[config.mk]
export PLATFORM = sky130hd
export DESIGN_NAME = brick_collide
export DESIGN_NICKNAME = d
export VERILOG_FILES = /design/src/rtl/brick_collide.sv
export SDC_FILE = /design/constraint.sdc
export NUM_CORES = 1
export LEC_CHECK = 0
export ABC_AREA = 1
export CAP_MARGIN = 15
export CORE_MARGIN = 5
export CORE_UTILIZATION = 30
export CTS_CLUSTER_DIAMETER = 150
export DETAILED_ROUTE_END_ITERATION = 10
export GPL_TIMING_DRIVEN = 0
export PLACE_DENSITY = 0.55
export SLEW_MARGIN = 25
export SYNTH_ARGS = -nofsm -noshare
export SYNTH_HDL_FRONTEND = slang
export SYNTH_SLANG_ARGS = --single-unit
[constraint.sdc]
create_clock -name i_clk -period 9 [get_ports i_clk]
set_clock_uncertainty 0.1 [all_clocks]
set_input_delay 0.9 -clock i_clk [delete_from_list [all_inputs] [get_ports i_clk]]
set_output_delay 0.9 -clock i_clk [all_outputs]
set_load 0.005 [all_outputs]
[src/rtl/brick_collide.sv]
// ============================================================================
//  Module   : brick_collide
//  Brief    : Sequential ball-vs-brick-row collision scanner with per-brick
//             bounce codes and alive mask; one brick evaluated per cycle.
//  Revision : 1.0 - initial release
// ============================================================================
`default_nettype none

module brick_collide #(
    parameter int B_X0    = 4,
    parameter int B_Y0    = 40,
    parameter int B_W     = 36,
    parameter int B_H     = 16,
    parameter int B_PITCH = 37
) (
    input  logic        i_clk,
    input  logic        i_rst,
    input  logic        i_ani_stb,
    input  logic        i_animate,
    input  logic        i_new_game,
    input  logic [11:0] i_x1,
    input  logic [11:0] i_x2,
    input  logic [11:0] i_y1,
    input  logic [11:0] i_y2,
    output logic [33:0] hit_block,
    output logic [16:0] o_alive,
    output logic        o_busy
);

    localparam logic [1:0] c_st_idle = 2'd0;
    localparam logic [1:0] c_st_scan = 2'd1;
    localparam logic [1:0] c_st_pub  = 2'd2;
    localparam logic [4:0] c_last    = 5'd16;

    logic [1:0]  state_q, state_d;
    logic [4:0]  idx_q, idx_d;
    logic [11:0] x1_q, x1_d, x2_q, x2_d, y1_q, y1_d, y2_q, y2_d;
    logic [33:0] shadow_q, shadow_d;
    logic [33:0] hit_q, hit_d;
    logic [16:0] alive_q, alive_d;

    logic        w_stb;
    logic        w_scan;
    logic        w_pub;
    logic [11:0] w_bx1, w_bx2, w_by1, w_by2;
    logic [11:0] w_xlo, w_xhi, w_ylo, w_yhi, w_ox, w_oy;
    logic        w_overlap;
    logic [1:0]  w_code;
    logic [16:0] w_kill;

    assign w_stb = i_ani_stb & i_animate;

    // State register
    always_ff @(posedge i_clk or posedge i_rst) begin
        if (i_rst) begin
            state_q <= c_st_idle;
        end else begin
            state_q <= state_d;
        end
    end

    // Next-state logic; a new game outranks a strobe, a strobe outranks the scan
    always_comb begin
        state_d = state_q;
        if (i_new_game) begin
            state_d = c_st_idle;
        end else if (w_stb) begin
            state_d = c_st_scan;
        end else begin
            case (state_q)
                c_st_scan: if (idx_q == c_last) state_d = c_st_pub;
                c_st_pub:  state_d = c_st_idle;
                default:   state_d = c_st_idle;
            endcase
        end
    end

    // Output logic
    always_comb begin
        w_scan = (state_q == c_st_scan);
        w_pub  = (state_q == c_st_pub);
        o_busy = w_scan | w_pub;
    end

    // Geometry of the brick currently under evaluation
    assign w_bx1 = 12'(B_X0) + 12'(idx_q) * 12'(B_PITCH);
    assign w_bx2 = w_bx1 + 12'(B_W - 1);
    assign w_by1 = 12'(B_Y0);
    assign w_by2 = 12'(B_Y0 + B_H - 1);

    assign w_overlap = (x1_q <= w_bx2) && (x2_q >= w_bx1) &&
                       (y1_q <= w_by2) && (y2_q >= w_by1);

    assign w_xlo = (x1_q > w_bx1) ? x1_q : w_bx1;
    assign w_xhi = (x2_q < w_bx2) ? x2_q : w_bx2;
    assign w_ylo = (y1_q > w_by1) ? y1_q : w_by1;
    assign w_yhi = (y2_q < w_by2) ? y2_q : w_by2;
    assign w_ox  = w_xhi - w_xlo;
    assign w_oy  = w_yhi - w_ylo;

    always_comb begin
        w_code = 2'b00;
        if (w_overlap && alive_q[idx_q]) begin
            if (w_ox > w_oy)      w_code = 2'b01;
            else if (w_ox < w_oy) w_code = 2'b10;
            else                  w_code = 2'b11;
        end
    end

    generate
        for (genvar k = 0; k < 17; k++) begin : g_kill
            assign w_kill[k] = |shadow_q[2*k +: 2];
        end
    endgenerate

    always_comb begin
        idx_d    = idx_q;
        x1_d     = x1_q;
        x2_d     = x2_q;
        y1_d     = y1_q;
        y2_d     = y2_q;
        shadow_d = shadow_q;
        hit_d    = hit_q;
        alive_d  = alive_q;
        if (i_new_game) begin
            alive_d  = '1;
            hit_d    = '0;
            shadow_d = '0;
            idx_d    = '0;
        end else if (w_stb) begin
            x1_d     = i_x1;
            x2_d     = i_x2;
            y1_d     = i_y1;
            y2_d     = i_y2;
            shadow_d = '0;
            hit_d    = '0;
            idx_d    = '0;
        end else if (w_scan) begin
            shadow_d[{idx_q, 1'b0} +: 2] = w_code;
            if (idx_q != c_last) idx_d = idx_q + 5'd1;
        end else if (w_pub) begin
            hit_d   = shadow_q;
            alive_d = alive_q & ~w_kill;
        end
    end

    always_ff @(posedge i_clk or posedge i_rst) begin
        if (i_rst) begin
            idx_q    <= '0;
            x1_q     <= '0;
            x2_q     <= '0;
            y1_q     <= '0;
            y2_q     <= '0;
            shadow_q <= '0;
            hit_q    <= '0;
            alive_q  <= '1;
        end else begin
            idx_q    <= idx_d;
            x1_q     <= x1_d;
            x2_q     <= x2_d;
            y1_q     <= y1_d;
            y2_q     <= y2_d;
            shadow_q <= shadow_d;
            hit_q    <= hit_d;
            alive_q  <= alive_d;
        end
    end

    assign hit_block = hit_q;
    assign o_alive   = alive_q;

endmodule

`default_nettype wire

==> impl_metrics.toml, run 1 <==
[status]
run_status = "finished, final reports clean"

[yosys]
number_of_register_bits_inferred_by_synthesis = 140
async_flop_share = 1.00
syn_area_um2 = 9400
yosys-top-cells-area = "dfrtp_1 33%, ha_1 13%, nand2_1 11%"
number_of_flops_mapped_to_enable_cells_by_yosys = 0
synth_top_area_cell = "dfrtp_1"
synth_cell_types = 49
seq_area_frac_synth = 0.375
synthesis.instances = 1174
proportion_of_netlist_area_held_by_the_largest_area_contributor = 0.327
syn-mean-instance-area_um2 = 8.01
ys.warnings.count = 0
synthFlopType = "dfrtp_1"

[clock_network]
cts_hold_repair.buffers = 0
cts_buf_count = 17
cts_tree = "done"
worst_setup_hold_path_clk_slew_ns = 0.07
cts_sinks = 140
clk-insertion-delay-late_ns = 0.43
clock-root-buffer = "clkbuf_16"
htree_num_levels = 4
clock_tree_buf_depth = 2

[floorplan]
floorplan.die.width_um = 187
dieHeight_um = 187
design.die.area_um2 = 35000
area_of_the_core_region_um2 = 30700
floorplan.io_pins = 105
floorplan.initialDensity = 0.306
rows = 64

[layout]
layout.cells.most_common = "nand2_1"
layout.cells.most_common_list = "282 x nand2_1, 121 x dfrtp_1, 111 x inv_1, 104 x clkdlybuf4s50_1, 103 x a21oi_1"
drive_gt1_frac = 0.0965
nets = 1457
antennaDiodeCount = 0
area_added_between_synthesis_and_finish_pct = 23.6

[grt]
antenna_found_initial = 0
largest_net_degree_at_the_start_of_global_routing = 91
number_of_global_route_vias_before_repair = 8180
grt_first_pass_wirelength_um = 44600
grt_use_total = 0.159
grt-ovfl-total = 0

[setup_path]
critical_path_peak_fanout = 10
timing.critical_path.from_type = "flip-flop"
worstPathRequired_ns = 9.26
setup.worst_path.class = "reg2reg"
slowest_delay_ns = 0.50
worst_path_most_repeated_cell = "nand2_1"
slowest_cp_cell = "dfrtp_2"
critical_path.endpoint_type = "flip-flop"
crit_arrival_ns = 8.35

[pwr]
power.total_w = 0.00204
total_leakage_power_nw = 5.30
irDropWorstVdd_mv = 0.139
power_density_nw_per_um2 = 175

[timing]
timing.final.setup_violations = 0
setup_tns_ns = 0
finalCritPeriodShare = 0.899
report.final.hold_viol_count = 0
layout_min_cycle_time_ns = 8.09
finalMaxSlewViolations = 0
layout_setup_ws_ns = 0.913
timing_worst_slew_pin_value_ns = 0.681
timing.fmax_mhz = 124
grt_setup_unrepaired = "false"
max_slew_margin = 0.543

[drt]
via_density = 4.93
drt_drc_violations_left = 0
drt.antenna.violating_nets = 0
dr_total_vias = 8439
wire_per_inst_um = 16.1
dr.first_iter.drc_count = 601
route.final.wire_length_um = 27600
detail_route.first_pass.iterations = 5

[flow_run]
maxCapViolCount = 0

[placed_design]
hpwlAfterDp_um = 21800
place_congestion = 0.885
pre_cts_ws_ns = 0.593
buffer_ports.inserted = 104

[hold_path]
hp-class = "reg2reg"
==> critical path, delay by kind of cell (launching register included) <==
kind / cells / cell delay, ns
and+or+nand+nor: 17 / 1.88
adders and majority gates: 8 / 2.27
xor gates and xnor gates: 2 / 0.44
AOI/OAI and AO/OA: 16 / 2.23
buffers and inverters: 5 / 0.58
DFF: 1 / 0.50
==> worst paths after layout <==
path                                 start             to  slack (ns)  depth (start not counted)
worst max-delay path              idx_q[2]   shadow_q[19]        0.91                         48
worst min-delay path            o_alive[5]     o_alive[5]        0.39                          2
worst max register to register    idx_q[2]   shadow_q[19]        0.91                         48
worst min register to register  o_alive[5]     o_alive[5]        0.39                          2
max in group asynchronous            i_rst        x1_q[2]        7.23                          3
min in group asynchronous            i_rst  hit_block[22]        0.79                          2
==> cells in the mapped netlist (2+ instances only) <==
cell type	count
nand2_1	282
dfrtp_1	123
inv_1	112
a21oi_1	103
ha_1	99
nor2_1	79
o21ai_0	72
nand4_1	43
clkbuf_1	31
nand3_1	27
mux2_2	26
a31oi_1	18
dfstp_2	17
nor4_1	15
xor2_1	15
nor3_1	12
nand3_2	11
nand2_2	9
xnor2_1	8
inv_2	6
o21bai_1	6
o21ai_1	5
nor2_4	4
o31ai_1	4
buf_1	3
buf_2	3
nand3b_1	3
nor2_2	3
o211ai_1	3
o22ai_1	3
a21o_1	2
a22oi_1	2
a41oi_1	2
and2_1	2
buf_6	2
clkinv_1	2
conb_1	2
fa_1	2
nand2_4	2
o2111ai_1	2
==> layer usage <==
metal / GRT usage / wire length, µm / vias up
li1: - / - / 4217
met1: 0.229 / 13600 / 3983
met2: 0.246 / 12300 / 218
met3: 0.0308 / 1380 / 21
met4: 0.0387 / 331 / 0
met5: 0 / 0 / -
==> cells by family after synthesis <==
family	count (synthesis)	synth area share
fa+ha+maj	101	0.136
simple gates	493	0.236
compound gates	228	0.133
mux	26	0.0311
flops	140	0.375
buf+inv	161	0.0670
other cells	2	0.000799
xor+xnor	23	0.0214
==> metrics by stage <==
step | std cells | hold WS (ns) | util | cell area [µm²]
2_1_floorplan | 1179 | 0.371 | - | 9420
3_3_place_gp | 1679 | 0.386 | 0.356 | 11000
3_5_place_dp | 1680 | 0.379 | 0.357 | 11000
4_1_cts | 1712 | 0.393 | 0.377 | 11600
5_1_grt | 1712 | 0.418 | 0.378 | 11600
6_report | 1712 | 0.395 | 0.378 | 11600
==> what timing repair did <==
| item | CTS | global route |
|---|---|---|
| setup buffers | 0 | 0 |
| gates resized for setup | 0 | 5 |
| endpoints found under the hold margin | 0 | 0 |
| setup endpoints to repair | 0 | 15 |
==> flip-flops by register name, summed over array words and instances (netlist names) <==
register / count
o_alive: 17
y1_q: 12
state_q: 2
idx_q: 5
x2_q: 12
hit_block: 34
x1_q: 12
y2_q: 12
shadow_q: 34
==> final cells by class <==
| cell class | count | area (µm²) |
|---|---|---|
| buffer | 40 | 173 |
| clock buffer | 17 | 425 |
| clock inverter | 15 | 181 |
| fill | 3249 | 19100 |
| inverter | 121 | 464 |
| multi-input combinational | 878 | 5290 |
| sequential | 140 | 3530 |
| tap | 396 | 495 |
| timing repair buffer | 105 | 1070 |
==> power by group <==
part / switching (W) / leakage, nW / internal [W]
Sequential: 0.0000409 / 1.77 / 0.000668
Combinational: 0.000344 / 3.24 / 0.000250
Clock: 0.000315 / 0.290 / 0.000420
No activity file was read; power rests on OpenSTA's default activity.
==> run 2: changes to the inputs <==
--- a/config.mk
+++ b/config.mk
@@ -5,11 +5,11 @@
 export SDC_FILE = /design/constraint.sdc
 export NUM_CORES = 1
 export LEC_CHECK = 0
-export ABC_AREA = 1
 export CAP_MARGIN = 15
 export CORE_MARGIN = 5
 export CORE_UTILIZATION = 30
 export CTS_CLUSTER_DIAMETER = 150
+export CTS_CLUSTER_SIZE = 12
 export DETAILED_ROUTE_END_ITERATION = 10
 export GPL_TIMING_DRIVEN = 0
 export PLACE_DENSITY = 0.55
==> constraint.sdc (replaced) <==
create_clock -name i_clk -period 10.35 [get_ports i_clk]
set_clock_uncertainty 0.1 [all_clocks]
set_input_delay 1.035 -clock i_clk [delete_from_list [all_inputs] [get_ports i_clk]]
set_output_delay 1.035 -clock i_clk [all_outputs]
set_load 0.005 [all_outputs]
==> impl_metrics.toml, run 2 <==
[status]
run_status = "finished, final reports clean"

[yosys]
synthesis.instances = 1033
seq_area_frac_synth = 0.367
synth_fa_ha_area_frac = 0.136
number_of_flops_mapped_to_enable_cells_by_yosys = 0
synth_simple_gate_area_share = 0.169
synth_cell_types = 76
synth_compound_area_frac = 0.160
yosys-top-cells-area = "dfrtp_1 32%, ha_1 13%, mux2_2 5.7%"
ys.warnings.count = 0
synth_top_area_cell = "dfrtp_1"
proportion_of_netlist_area_held_by_the_largest_area_contributor = 0.321
number_of_register_bits_inferred_by_synthesis = 140
syn_area_um2 = 9600
async_flop_share = 1.00
syn-mean-instance-area_um2 = 9.29
synthMostInstantiatedCell = "nand2_1"
synth_top_family_by_area = "simple AND/OR/NAND/NOR gates"
synth.top_cells.by_count = "125 x nand2_1, 123 x dfrtp_1, 99 x ha_1"
post_synth_xor_area_fraction = 0.0369
muxShareOfSynthArea = 0.0859
synthFlopType = "dfrtp_1"

[setup_path]
worst_path_most_repeated_cell = "ha_1"
cp_top_family = "compound AO/OA/AOI/OAI gates"
critical_path_buf_inv_count = 7
crit_arrival_ns = 9.92
setup.worst_path.class = "reg2reg"
slowest_cp_cell = "o311ai_1"
timing.critical_path.from_type = "flip-flop"
worstPathRequired_ns = 10.59
slowest_delay_ns = 0.59
critical_path.endpoint_type = "flip-flop"
critical_path_peak_fanout = 10

[layout]
post-route-cell-area_um2 = 11800
nets = 1318
area.sequential_um2 = 3530
fillerInstances = 3179
layout.cells.most_common_list = "125 x nand2_1, 122 x dfrtp_1, 104 x clkdlybuf4s50_1, 99 x ha_1, 65 x a21oi_1"
multiInputGateArea_um2 = 5700
layout.cells.most_common = "nand2_1"
area_added_between_synthesis_and_finish_pct = 23.3
antennaDiodeCount = 0
drive_gt1_frac = 0.126

[placed_design]
pre_cts_ws_ns = -0.911
place_congestion = 0.898
place_area_um2 = 11200
hpwlAfterDp_um = 21700
buffer_ports.inserted = 104

[floorplan]
floorplan.initialDensity = 0.304
floorplan.io_pins = 105
area_of_the_core_region_um2 = 31600
rows = 65
design.die.area_um2 = 35700
floorplan.die.width_um = 189
dieHeight_um = 189

[drt]
drt_drc_violations_left = 0
detail_route.first_pass.iterations = 5
dr_total_vias = 8057
route.final.wire_length_um = 28200
drt.antenna.violating_nets = 0
via_density = 5.10
wire_per_inst_um = 17.8
dr.first_iter.drc_count = 489

[grt]
grt_use_total = 0.159
number_of_global_route_vias_before_repair = 8193
grt-ovfl-total = 0
largest_net_degree_at_the_start_of_global_routing = 76
grt_first_pass_wirelength_um = 45100
antenna_found_initial = 1

[clock_network]
cts_tree = "done"
worst_setup_hold_path_clk_slew_ns = 0.07
cts_buf_count = 17
clock_tree_buf_depth = 2
clk-insertion-delay-late_ns = 0.43
htree_num_levels = 4
cts_sinks = 140
clock-root-buffer = "clkbuf_16"

[pwr]
irDropWorstVdd_mv = 0.130
pwr-share-clk = 0.319
power_report.internal_total_w = 0.00125
power.total_w = 0.00195
power_density_nw_per_um2 = 165
combinationalPowerShare = 0.360
power_switching_w = 0.000702
p_sw_frac = 0.360
total_leakage_power_nw = 4.97
share_seq_of_total_power = 0.321

[timing]
max_slew_margin = 0.438
layout_setup_ws_ns = 0.675
timing_worst_slew_pin_value_ns = 0.836
finalCritPeriodShare = 0.935
finalMaxSlewViolations = 0
grt_setup_unrepaired = "false"
timing.final.setup_violations = 0
report.final.hold_viol_count = 0
layout_min_cycle_time_ns = 9.67
timing.fmax_mhz = 103

[flow_run]
maxCapViolCount = 0

[hold_path]
hp-class = "reg2reg"
[run 2: cell types whose count changed in the layout (fill, tap and decap cells not counted), sizes merged, moves of 20 or more]
cell   before  now
mux2       26   49
nand2     293  125
a21oi     104   66
a21o        2   22
inv       127   60
o21ai      78   56
[run 2: power groups by stage]
stage	clock network, W	registers (W)	logic, W
after CTS	0.000640	0.000625	0.000698
after global routing	0.000663	0.000631	0.000797
final	0.000621	0.000625	0.000701
after detailed placement	0	0.000635	0.000688
after floorplan	0	0.000618	0.000514
after global placement	0	0.000635	0.000670
[run 2: cell families after synthesis]
logic type	after synthesis
flops	140
simple gates	342
compound gates	233
other cells	2
fa+ha+maj	104
buf+inv	104
xor+xnor	38
mux	70
[run 2: cell type report]
type | count | share of cell area
Buffer | 49 | 0.0185
Clock buffer | 18 | 0.0371
Clock inverter | 14 | 0.0128
Inverter | 55 | 0.0184
Multi-Input combinational cell | 794 | 0.481
Sequential cell | 140 | 0.298
Tap cell | 402 | 0.0425
Timing Repair Buffer | 107 | 0.0916
[run 2: final timing paths]
| check | cells after the start | slack, ns | endpoint | from |
|---|---|---|---|---|
| setup / recovery | 40 | 0.68 | shadow_q[33] | idx_q[0] |
| hold / removal | 1 | 0.40 | y2_q[8] | y2_q[8] |
| setup reg to reg | 40 | 0.68 | shadow_q[33] | idx_q[0] |
| hold reg to reg | 1 | 0.40 | y2_q[8] | y2_q[8] |
| max in group asynchronous | 3 | 8.43 | o_alive[15] | i_rst |
| min in group asynchronous | 2 | 0.94 | hit_block[10] | i_rst |
[run 2: per-stage QoR]
stage | std cells | TNS [ns] | utilization | hold slack (ns)
3_3_place_gp | 1544 | -22.51 | 0.354 | 0.383
3_5_place_dp | 1545 | -23.34 | 0.355 | 0.391
6_report | 1579 | 0 | 0.375 | 0.400
4_1_cts | 1578 | 0 | 0.374 | 0.404
2_1_floorplan | 1038 | 0 | - | 0.370
5_1_grt | 1579 | 0 | 0.375 | 0.426
[run 2: what timing repair did]
item / CTS / global route
pin swaps: 0 / 1
gates resized for setup: 6 / 10
setup buffers: 1 / 1
hold buffers: 0 / 0
endpoints found under the setup margin: 34 / 34
[run 2: routing by layer]
| metal | vias to the layer above | track usage | wire length [µm] |
|---|---|---|---|
| li1 | 3962 | - | - |
| met1 | 3869 | 0.219 | 13500 |
| met2 | 195 | 0.250 | 12600 |
| met3 | 29 | 0.0393 | 1530 |
| met4 | 2 | 0.0443 | 516 |
| met5 | - | 0 | 13 |
[run 2: worst reg2reg max path: cells and delay by family (launching register included)]
kind                     cells  cell delay [ns]
flip-flops                   1             0.46
AO/OA/AOI/OAI               16             3.88
buffers and inverters        7             1.37
adder cells (fa/ha/maj)      5             1.54
AND/OR/NAND/NOR             12             2.22
==> run 3: changes to the inputs <==
--- a/config.mk
+++ b/config.mk
@@ -13,6 +13,7 @@
 export DETAILED_ROUTE_END_ITERATION = 10
 export GPL_TIMING_DRIVEN = 0
 export PLACE_DENSITY = 0.55
+export REMOVE_ABC_BUFFERS = 1
 export SLEW_MARGIN = 25
 export SYNTH_ARGS = -nofsm -noshare
 export SYNTH_HDL_FRONTEND = slang
==> impl_metrics.toml, run 3 (synthesis gave the netlist of run 2 again) <==
[pwr]
combinationalPowerShare = 0.348
power_switching_w = 0.000719
p_sw_frac = 0.371
power_report.internal_total_w = 0.00122
share_seq_of_total_power = 0.325
total_leakage_power_nw = 4.93
pwr-share-clk = 0.327
irDropWorstVdd_mv = 0.106
power_density_nw_per_um2 = 164

[drt]
via_density = 5.11
route.final.wire_length_um = 25800
drt.antenna.violating_nets = 0
drt_drc_violations_left = 0
detail_route.first_pass.iterations = 5
dr.first_iter.drc_count = 364
wire_per_inst_um = 16.8
dr_total_vias = 7845

[floorplan]
area_of_the_core_region_um2 = 31600
rows = 65
dieHeight_um = 189
floorplan.die.width_um = 189
design.die.area_um2 = 35700
floorplan.initialDensity = 0.304
floorplan.io_pins = 105

[grt]
grt-ovfl-total = 0
largest_net_degree_at_the_start_of_global_routing = 98
grt_use_total = 0.146
grt_first_pass_wirelength_um = 42400
number_of_global_route_vias_before_repair = 7920
antenna_found_initial = 0

[setup_path]
worst_path_most_repeated_cell = "ha_1"
critical_path.endpoint_type = "flip-flop"
slowest_delay_ns = 0.55
worstPathRequired_ns = 10.59
setup.worst_path.class = "reg2reg"
slowest_cp_cell = "or4b_1"
timing.critical_path.from_type = "flip-flop"
critical_path_peak_fanout = 14
crit_arrival_ns = 9.62

[layout]
drive_gt1_frac = 0.132
fillerInstances = 3193
post-route-cell-area_um2 = 11800
antennaDiodeCount = 0
area_added_between_synthesis_and_finish_pct = 23.0
post-route-util = 0.374
layout.cells.most_common_list = "125 x nand2_1, 120 x dfrtp_1, 104 x clkdlybuf4s50_1, 98 x ha_1, 64 x nor2_1"
layout.cells.most_common = "nand2_1"
nets = 1274

[clock_network]
cts_tree = "done"
cts_buf_count = 17
cts_hold_repair.buffers = 0
clk-insertion-delay-late_ns = 0.44
cts_sinks = 140
worst_setup_hold_path_clk_slew_ns = 0.07
clock-root-buffer = "clkbuf_16"
clock_tree_buf_depth = 2
htree_num_levels = 4

[placed_design]
buffer_ports.inserted = 104
place_congestion = 0.859
hpwlAfterDp_um = 19600
place_area_um2 = 11200
pre_cts_ws_ns = -0.496

[timing]
report.final.hold_viol_count = 0
max_slew_margin = 0.404
grt_setup_unrepaired = "false"
timing.final.setup_violations = 0
finalMaxSlewViolations = 0
timing_worst_slew_pin_value_ns = 0.892
timing.fmax_mhz = 107
finalCritPeriodShare = 0.906
layout_min_cycle_time_ns = 9.37
layout_setup_ws_ns = 0.976

[status]
run_status = "finished, final reports clean"

[hold_path]
hp-class = "reg2reg"

[flow_run]
maxCapViolCount = 0
[run 3: cell count changes in the layout (fill, tap and decap cells not counted), moves of 3 or more]
cell	change
inv_8	+4
buf_4	-3
buf_16	+3
clkinv_8	+3
clkbuf_1	-31
buf_2	-6
buf_1	-6
inv_6	-3
[run 3: power groups by stage]
stage	Sequential, W	Combinational (W)	Clock [W]
after floorplan	0.000619	0.000508	0
after global placement	0.000639	0.000650	0
after detailed placement	0.000640	0.000670	0
after CTS	0.000630	0.000675	0.000652
after global routing	0.000636	0.000770	0.000678
final	0.000630	0.000676	0.000634
[run 3: layer usage]
layer	vias up	share of wire	GRT usage
met1	3787	0.48	0.201
li1	3876	-	-
met5	-	0	0
met4	0	0.015	0.0370
met3	23	0.040	0.0264
met2	159	0.47	0.238
[run 3: cell type report]
| class | instances | area [µm²] | share of cell area |
|---|---|---|---|
| flip-flops and latches | 140 | 3530 | 0.299 |
| clock buffers | 17 | 425 | 0.0360 |
| inverters | 55 | 214 | 0.0181 |
| repair buffers | 112 | 1200 | 0.101 |
| clock inverters | 15 | 184 | 0.0156 |
| multi-input cells | 794 | 5750 | 0.487 |
| well taps | 402 | 503 | 0.0426 |
[run 3: final timing paths]
check	end	slack [ns]	cells past startpoint	from
worst max-delay path	shadow_q[27]	0.98	35	idx_q[2]
worst min-delay path	y2_q[9]	0.41	1	y2_q[9]
worst max register to register	shadow_q[27]	0.98	35	idx_q[2]
worst min register to register	y2_q[9]	0.41	1	y2_q[9]
max in group asynchronous	idx_q[0]	8.41	3	i_rst
min in group asynchronous	y2_q[10]	0.88	2	i_rst
[run 3: critical path, delay by kind of cell, from the launching register on]
family | cells | cell delay, ns
DFF | 1 | 0.53
xor gates and xnor gates | 1 | 0.32
buffers and inverters | 1 | 0.14
and+or+nand+nor | 11 | 2.07
adders and majority gates | 8 | 2.67
AOI/OAI and AO/OA | 14 | 3.43
[run 3: through the flow]
stage | total power, W | hold WS [ns] | TNS (ns) | instances
floorplan | 0.00113 | 0.370 | 0 | 989
global placement | 0.00129 | 0.384 | -20.44 | 1495
detailed placement | 0.00131 | 0.390 | -9.67 | 1503
CTS | 0.00196 | 0.406 | 0 | 1535
global route | 0.00208 | 0.423 | 0 | 1535
finish | 0.00194 | 0.405 | 0 | 1535
[run 3: timing repair]
item / CTS / global route
cloned: 0 / 0
endpoints found under the setup margin: 33 / 34
buffers inserted: 0 / 0
gates resized for setup: 2 / 9
